## src/rtl/pulse_pkg.sv

```systemverilog
// Shared types and defaults for the pulse train controller.
// Imported by the controller top and its phase timer.
package pulse_pkg;

  localparam int PULSE_W_WIDTH  = 10;
  localparam int PULSE_W_CNT    = 8;
  localparam int PULSE_DEF_HIGH = 219;
  localparam int PULSE_DEF_LOW  = 439;

  typedef enum logic [1:0] {
    ST_IDLE = 2'd0,
    ST_HIGH = 2'd1,
    ST_LOW  = 2'd2,
    ST_DONE = 2'd3
  } state_e;

endpackage

```

## src/rtl/pulse_phase_timer.sv

```systemverilog
// Loadable down-counter timing one high or low phase.
// o_tc flags the last cycle of the loaded phase.
module pulse_phase_timer
  import pulse_pkg::*;
#(
  parameter int W = PULSE_W_WIDTH
) (
  input  logic         i_clk,
  input  logic         i_rst_n,
  input  logic         i_load,
  input  logic         i_en,
  input  logic [W-1:0] i_load_val,
  output logic         o_tc
);

  logic [W-1:0] cnt_q, cnt_d;

  always_comb begin
    cnt_d = cnt_q;
    if (i_load) begin
      cnt_d = i_load_val;
    end else if (i_en && (cnt_q != '0)) begin
      cnt_d = cnt_q - W'(1);
    end
  end

  always_ff @(posedge i_clk or negedge i_rst_n) begin
    if (!i_rst_n) cnt_q <= '0;
    else          cnt_q <= cnt_d;
  end

  assign o_tc = (cnt_q == '0);

endmodule

```

## src/rtl/pulse_train_ctrl.sv

```systemverilog
// Burst pulse-train generator with shadowed configuration.
// Outputs are registered from the next-state decode.
module pulse_train_ctrl
  import pulse_pkg::*;
#(
  parameter int W_WIDTH  = PULSE_W_WIDTH,
  parameter int W_CNT    = PULSE_W_CNT,
  parameter int DEF_HIGH = PULSE_DEF_HIGH,
  parameter int DEF_LOW  = PULSE_DEF_LOW
) (
  input  logic               i_clk,
  input  logic               i_rst_n,
  input  logic               i_cfg_valid,
  input  logic [W_WIDTH-1:0] i_cfg_high,
  input  logic [W_WIDTH-1:0] i_cfg_low,
  input  logic [W_CNT-1:0]   i_cfg_count,
  output logic               o_cfg_ready,
  input  logic               i_start,
  input  logic               i_abort,
  output logic               o_pulse,
  output logic               o_busy,
  output logic               o_done,
  output logic               o_aborted,
  output logic [W_CNT-1:0]   o_pulse_cnt
);

  state_e             state_q, state_d;
  logic [W_WIDTH-1:0] high_q, high_d;
  logic [W_WIDTH-1:0] low_q, low_d;
  logic [W_CNT-1:0]   count_q, count_d;
  logic [W_CNT-1:0]   pcnt_q, pcnt_d;
  logic [W_CNT-1:0]   pcnt_inc;
  logic               pulse_q, pulse_d;
  logic               done_q, done_d;
  logic               abrt_q, abrt_d;
  logic               ld, en, tc;
  logic [W_WIDTH-1:0] ld_val;
  logic [W_WIDTH-1:0] hi_in, lo_in;

  // Zero-length phases would stall the timer, so they become one cycle
  assign hi_in = (i_cfg_high == '0) ? W_WIDTH'(1) : i_cfg_high;
  assign lo_in = (i_cfg_low  == '0) ? W_WIDTH'(1) : i_cfg_low;

  assign pcnt_inc    = pcnt_q + W_CNT'(1);
  assign o_cfg_ready = (state_q == ST_IDLE);

  always_comb begin
    state_d = state_q;
    high_d  = high_q;
    low_d   = low_q;
    count_d = count_q;
    pcnt_d  = pcnt_q;
    abrt_d  = 1'b0;
    ld      = 1'b0;
    en      = 1'b0;
    ld_val  = high_q - W_WIDTH'(1);
    unique case (1'b1)
      (state_q == ST_IDLE): begin
        if (i_cfg_valid) begin
          high_d  = hi_in;
          low_d   = lo_in;
          count_d = i_cfg_count;
        end
        if (i_start && !i_abort) begin
          state_d = ST_HIGH;
          pcnt_d  = '0;
          ld      = 1'b1;
        end
      end
      (state_q == ST_HIGH): begin
        if (i_abort) begin
          state_d = ST_IDLE;
          abrt_d  = 1'b1;
        end else if (tc) begin
          state_d = ST_LOW;
          ld      = 1'b1;
          ld_val  = low_q - W_WIDTH'(1);
        end else begin
          en = 1'b1;
        end
      end
      (state_q == ST_LOW): begin
        if (i_abort) begin
          state_d = ST_IDLE;
          abrt_d  = 1'b1;
        end else if (tc) begin
          pcnt_d = pcnt_inc;
          if ((count_q != '0) && (pcnt_inc == count_q)) begin
            state_d = ST_DONE;
          end else begin
            state_d = ST_HIGH;
            ld      = 1'b1;
          end
        end else begin
          en = 1'b1;
        end
      end
      default: begin
        state_d = ST_IDLE;
        abrt_d  = i_abort;
      end
    endcase
    pulse_d = (state_d == ST_HIGH);
    done_d  = (state_d == ST_DONE);
  end

  always_ff @(posedge i_clk or negedge i_rst_n) begin
    if (!i_rst_n) begin
      state_q <= ST_IDLE;
      high_q  <= W_WIDTH'(DEF_HIGH);
      low_q   <= W_WIDTH'(DEF_LOW);
      count_q <= '0;
      pcnt_q  <= '0;
      pulse_q <= 1'b0;
      done_q  <= 1'b0;
      abrt_q  <= 1'b0;
    end else begin
      state_q <= state_d;
      high_q  <= high_d;
      low_q   <= low_d;
      count_q <= count_d;
      pcnt_q  <= pcnt_d;
      pulse_q <= pulse_d;
      done_q  <= done_d;
      abrt_q  <= abrt_d;
    end
  end

  pulse_phase_timer #(
    .W (W_WIDTH)
  ) u_timer (
    .i_clk      (i_clk),
    .i_rst_n    (i_rst_n),
    .i_load     (ld),
    .i_en       (en),
    .i_load_val (ld_val),
    .o_tc       (tc)
  );

  assign o_pulse     = pulse_q;
  assign o_busy      = (state_q != ST_IDLE);
  assign o_done      = done_q;
  assign o_aborted   = abrt_q;
  assign o_pulse_cnt = pcnt_q;

endmodule
```

## config.mk

```make
export PLATFORM = sky130hd
export DESIGN_NAME = pulse_train_ctrl
export DESIGN_NICKNAME = d
export VERILOG_FILES = /design/src/rtl/pulse_pkg.sv /design/src/rtl/pulse_phase_timer.sv /design/src/rtl/pulse_train_ctrl.sv
export SDC_FILE = /design/constraint.sdc
export NUM_CORES = 1
export LEC_CHECK = 0
export ABC_AREA = 1
export BUFFER_PORTS_ARGS = -buffer_cell sky130_fd_sc_hd__buf_2
export CORE_MARGIN = 4
export CORE_UTILIZATION = 58
export CTS_CLUSTER_DIAMETER = 30
export DETAILED_ROUTE_END_ITERATION = 6
export PLACE_DENSITY = 0.86
export SLEW_MARGIN = 30
export SYNTH_ARGS = -nofsm -noshare
export SYNTH_HDL_FRONTEND = slang
export SYNTH_SLANG_ARGS = --single-unit
```

## constraint.sdc

```tcl
create_clock -name i_clk -period 2.5 [get_ports i_clk]
set_clock_uncertainty 0.15 [all_clocks]
set_input_delay 0.25 -clock i_clk [delete_from_list [all_inputs] [get_ports i_clk]]
set_output_delay 0.25 -clock i_clk [all_outputs]
set_load 0.02 [all_outputs]
```

==> metrics.md <==
| Metric | Value |
|---|---|
| Nets@finish | 535 |
| Status | finished clean |
| Period utilization | 0.8993 |
| Critical Path RT | 2.54 ns |
| Starting DRT DRC Count | 184 |
| Post-route DRC | 0 |
| Yosys reg bits | 51 |
| Die width | 82.43 µm |
| Largest family of logic cells by synthesized area | simple AND/OR/NAND/NOR gates |
| Post-synthesis xor/xnor area fraction | 0.04361 |
| Syn Area/Cell | 7.220 µm² |
| DR pass1 iterations | 5 |
| Routed wire per std cell | 12.63 µm |
| Setup TNS Final | 0 ns |
| Synthesis-to-finish area growth | 13.82% |
| Rel. slew slack | 0.5732 |
| Post-Layout Inst Area | 3657 µm² |
| Delay-heaviest family, CP | simple AND/OR/NAND/NOR gates |
| Sequential share of the synthesized area | 0.4023 |
| Peak Freq | 444.8 MHz |
| WL final | 7135 µm |
| Largest net degree at the start of global routing | 52 |
| Worst hold path type | in2reg |
| Die Y-Extent | 82.43 µm |
| TritonCTS clock tree | built |
| Via Count | 2971 |
| Clk_lat worst skew | 0.31 ns |
| Htree depth | 2 |
| N_diodes | 0 |
| Final setup vio count | 0 |
| CTS Buf Count | 5 |
| HPWL Detailed | 5390 µm |
| Max clock buf depth | 2 |
| Final worst slack | 0.2517 ns |
| Cell Area, Synth | 3213 µm² |
| Cell Pwr Density | 959.6 nW/µm² |
| Yosys top cell by area | dfrtp_1 |
| Synth top cells by count | nand2_1, inv_1, nand3_1, o21ai_0, dfrtp_1 |
| GRT Total Usage | 0.2246 |
| Die area | 6795 µm² |
| Worst setup EP type | flip-flop |
| Cells on worst reg2reg path | 16 |
| Antenna violations before repair | 0 |
| Critical Path Stages | 16 |
| Post-Synth Simple-Gate Area | 0.3185 |
| Worst-margin pin slew | 0.6402 ns |
| Adder-Cell Fraction of Synth Area | 0.03115 |
| Tmin final | 2.248 ns |
| Core Area | 5238 µm² |
| First-pass GRT wire length | 11980 µm |
| WP buf/inv | 1 |
| Ports | 46 |
| EDFF count, synth | 0 |
| Synth Warn # | 0 |
| Cell depth of the worst hold path | 3 |
| Startpoint Class | flip-flop |
| Arrival time worst endpoint | 2.29 ns |
| Vias in the first global route | 2694 |
| Initial Utilization | 0.6135 |
| Final hold viol count | 0 |
| RD Place Congestion | 0.8746 |
| Cell mode on critical path | nand2_1 |
| Largest stage delay, worst path | 0.46 ns |
| Net Count, Synth | 486 |
| VDD IR max | 0.6906 mV |
| CP max-delay cell | dfrtp_2 |
| Standard-cell row count | 26 |
| Maxcap violations | 0 |
| CTS root buffer | clkbuf_8 |
| Multiplexer share of the synthesized area | 0.003115 |
| Count of cell types in the netlist | 34 |
| Worst path cell trace | ha_2, inv_1, nand2_1, nand2_1, nor2_1, nand2_1, nor2_1, nand3_1, nor2_1, nand2_1, nand2_2, nand2_4, nand2_8, o21ai_0, nand2_1, nand2_1 |
| Setup CP Type | reg2reg |
| Async SR Flop Fraction | 1.000 |
| Grt total ovfl | 0 |
| Placed cell areas | 3500 µm² |
| Total clock sinks | 51 |
| CP Max Fanout | 19 |
| IO buf count | 45 |
| RSZ-0062 raised after global routing | false |
| Top_reg_cell synth | dfrtp_1 |
| Max Slew Vio Count | 0 |
| Worst hold margin | 0.01276 ns |
| Most common cell in the netlist | nand2_1 |
| Ratio of cells with drive above 1 in the final layout | 0.1859 |
| Leakage power | 1.828 nW |
| Place WS | 0.1077 ns |
| Area share of the largest cell type after synthesis | 0.2960 |
| Clk pin slew, worst setup/hold paths | 0.10 ns |
| Vias per Instance | 5.258 |
| Synth top area cells | dfrtp_1, nand2_1, dfstp_2, inv_1, nand3_1 |
| Synth Area in Compound Gates | 0.1040 |
| Cells after Synth | 445 |
| Detail Route Antenna Nets | 0 |
-- through the flow --
stage / cells / total power, mW / util
final: 565 / 3.510 / 0.6983
after detailed placement: 553 / 3.009 / 0.6682
after CTS: 562 / 3.494 / 0.6871
after global placement: 553 / 2.921 / 0.6682
after floorplan: 445 / 2.585 / -
after global routing: 565 / 3.828 / 0.6983
-- where the power goes --
group	total [mW]	internal [mW]	leakage [nW]	switching (mW)
combinational	1.51	0.578	1.18	0.933
sequential	1.51	1.22	0.606	0.294
clock	0.485	0.202	0.0418	0.284
total	3.51	2.00	1.83	1.51
-- placed cells by master (no fill, tap or decap), types with 2 or more instances in the layout --
cell type and count:
dfrtp_2 2, nand3_1 45, inv_1 61, dfrtp_1 36, nor2_2 2, o21ai_0 43
nor3_1 10, nand3b_1 3, nor2_4 3, nand4_1 11, ha_2 2, nor4_1 2
nor2_1 30, buf_4 7, nand2_1 114, dfstp_2 13, ha_1 6, o31ai_1 3
clkinv_1 2, nand2_2 3, inv_2 2, a21oi_1 15, clkbuf_8 5, buf_2 45
xor2_1 9, xnor2_1 7
-- routing by layer --
| layer | global-route usage | part of all wire | up-vias |
|---|---|---|---|
| li1 | - | - | 1522 |
| met1 | 0.3181 | 0.48 | 1363 |
| met2 | 0.3670 | 0.46 | 84 |
| met3 | 0.03145 | 0.056 | 2 |
| met4 | 0.04651 | 0.0032 | 0 |
| met5 | 0 | 0 | - |
-- final timing paths --
kind	end	startpoint	slack, ns
setup / recovery	u_timer.cnt_q[7]$_DFFE_PN0P_	o_pulse_cnt[1]$_DFFE_PN0P_	0.25
hold / removal	high_q[1]$_DFFE_PN1P_	i_cfg_high[1]	0.01
setup reg to reg	u_timer.cnt_q[7]$_DFFE_PN0P_	o_pulse_cnt[1]$_DFFE_PN0P_	0.25
hold reg to reg	high_q[1]$_DFFE_PN1P_	high_q[1]$_DFFE_PN1P_	0.34
max in group asynchronous	o_pulse_cnt[1]$_DFFE_PN0P_	i_rst_n	1.32
min in group asynchronous	o_pulse_cnt[2]$_DFFE_PN0P_	i_rst_n	0.43
-- flip-flops by register name, summed over array words and instances (netlist names) --
register and cells:
high_q 10, low_q 10, u_timer.cnt_q 10, count_q 8, o_pulse_cnt 8, state_q 2
o_aborted 1, o_done 1, o_pulse 1
-- cell type report --
| type | count | area (µm²) |
|---|---|---|
| multi-input cells | 316 | 1629 |
| flip-flops and latches | 51 | 1295 |
| well taps | 70 | 87.58 |
| fillers | 432 | 1580 |
| repair buffers | 54 | 307.8 |
| inverters | 66 | 249.0 |
| clock inverters | 2 | 16.27 |
| clock buffers | 6 | 72.57 |
-- logic make-up (layout without fill, tap and decap cells) --
family          count (synthesis)  in the layout
buf+inv                        78            128
mux                             1              1
simple gates                  227            227
compound gates                 64             64
flops                          51             51
fa+ha+maj                       8              8
xor+xnor                       16             16
-- worst reg2reg max path, delay by kind of cell, from the launching register on --
family / cells / cell delay (ns)
flip-flops: 1 / 0.46
buffers and inverters: 1 / 0.05
AND/OR/NAND/NOR: 13 / 1.01
adder cells (fa/ha/maj): 1 / 0.35
AO/OA/AOI/OAI: 1 / 0.11
-- repair_timing --
item	CTS	global route
setup endpoints to repair	0	10
gates resized for setup	0	7
endpoints found under the hold margin	38	0
buffers inserted	0	3
hold buffers	1	0
Power figures use the tool's default switching activity.
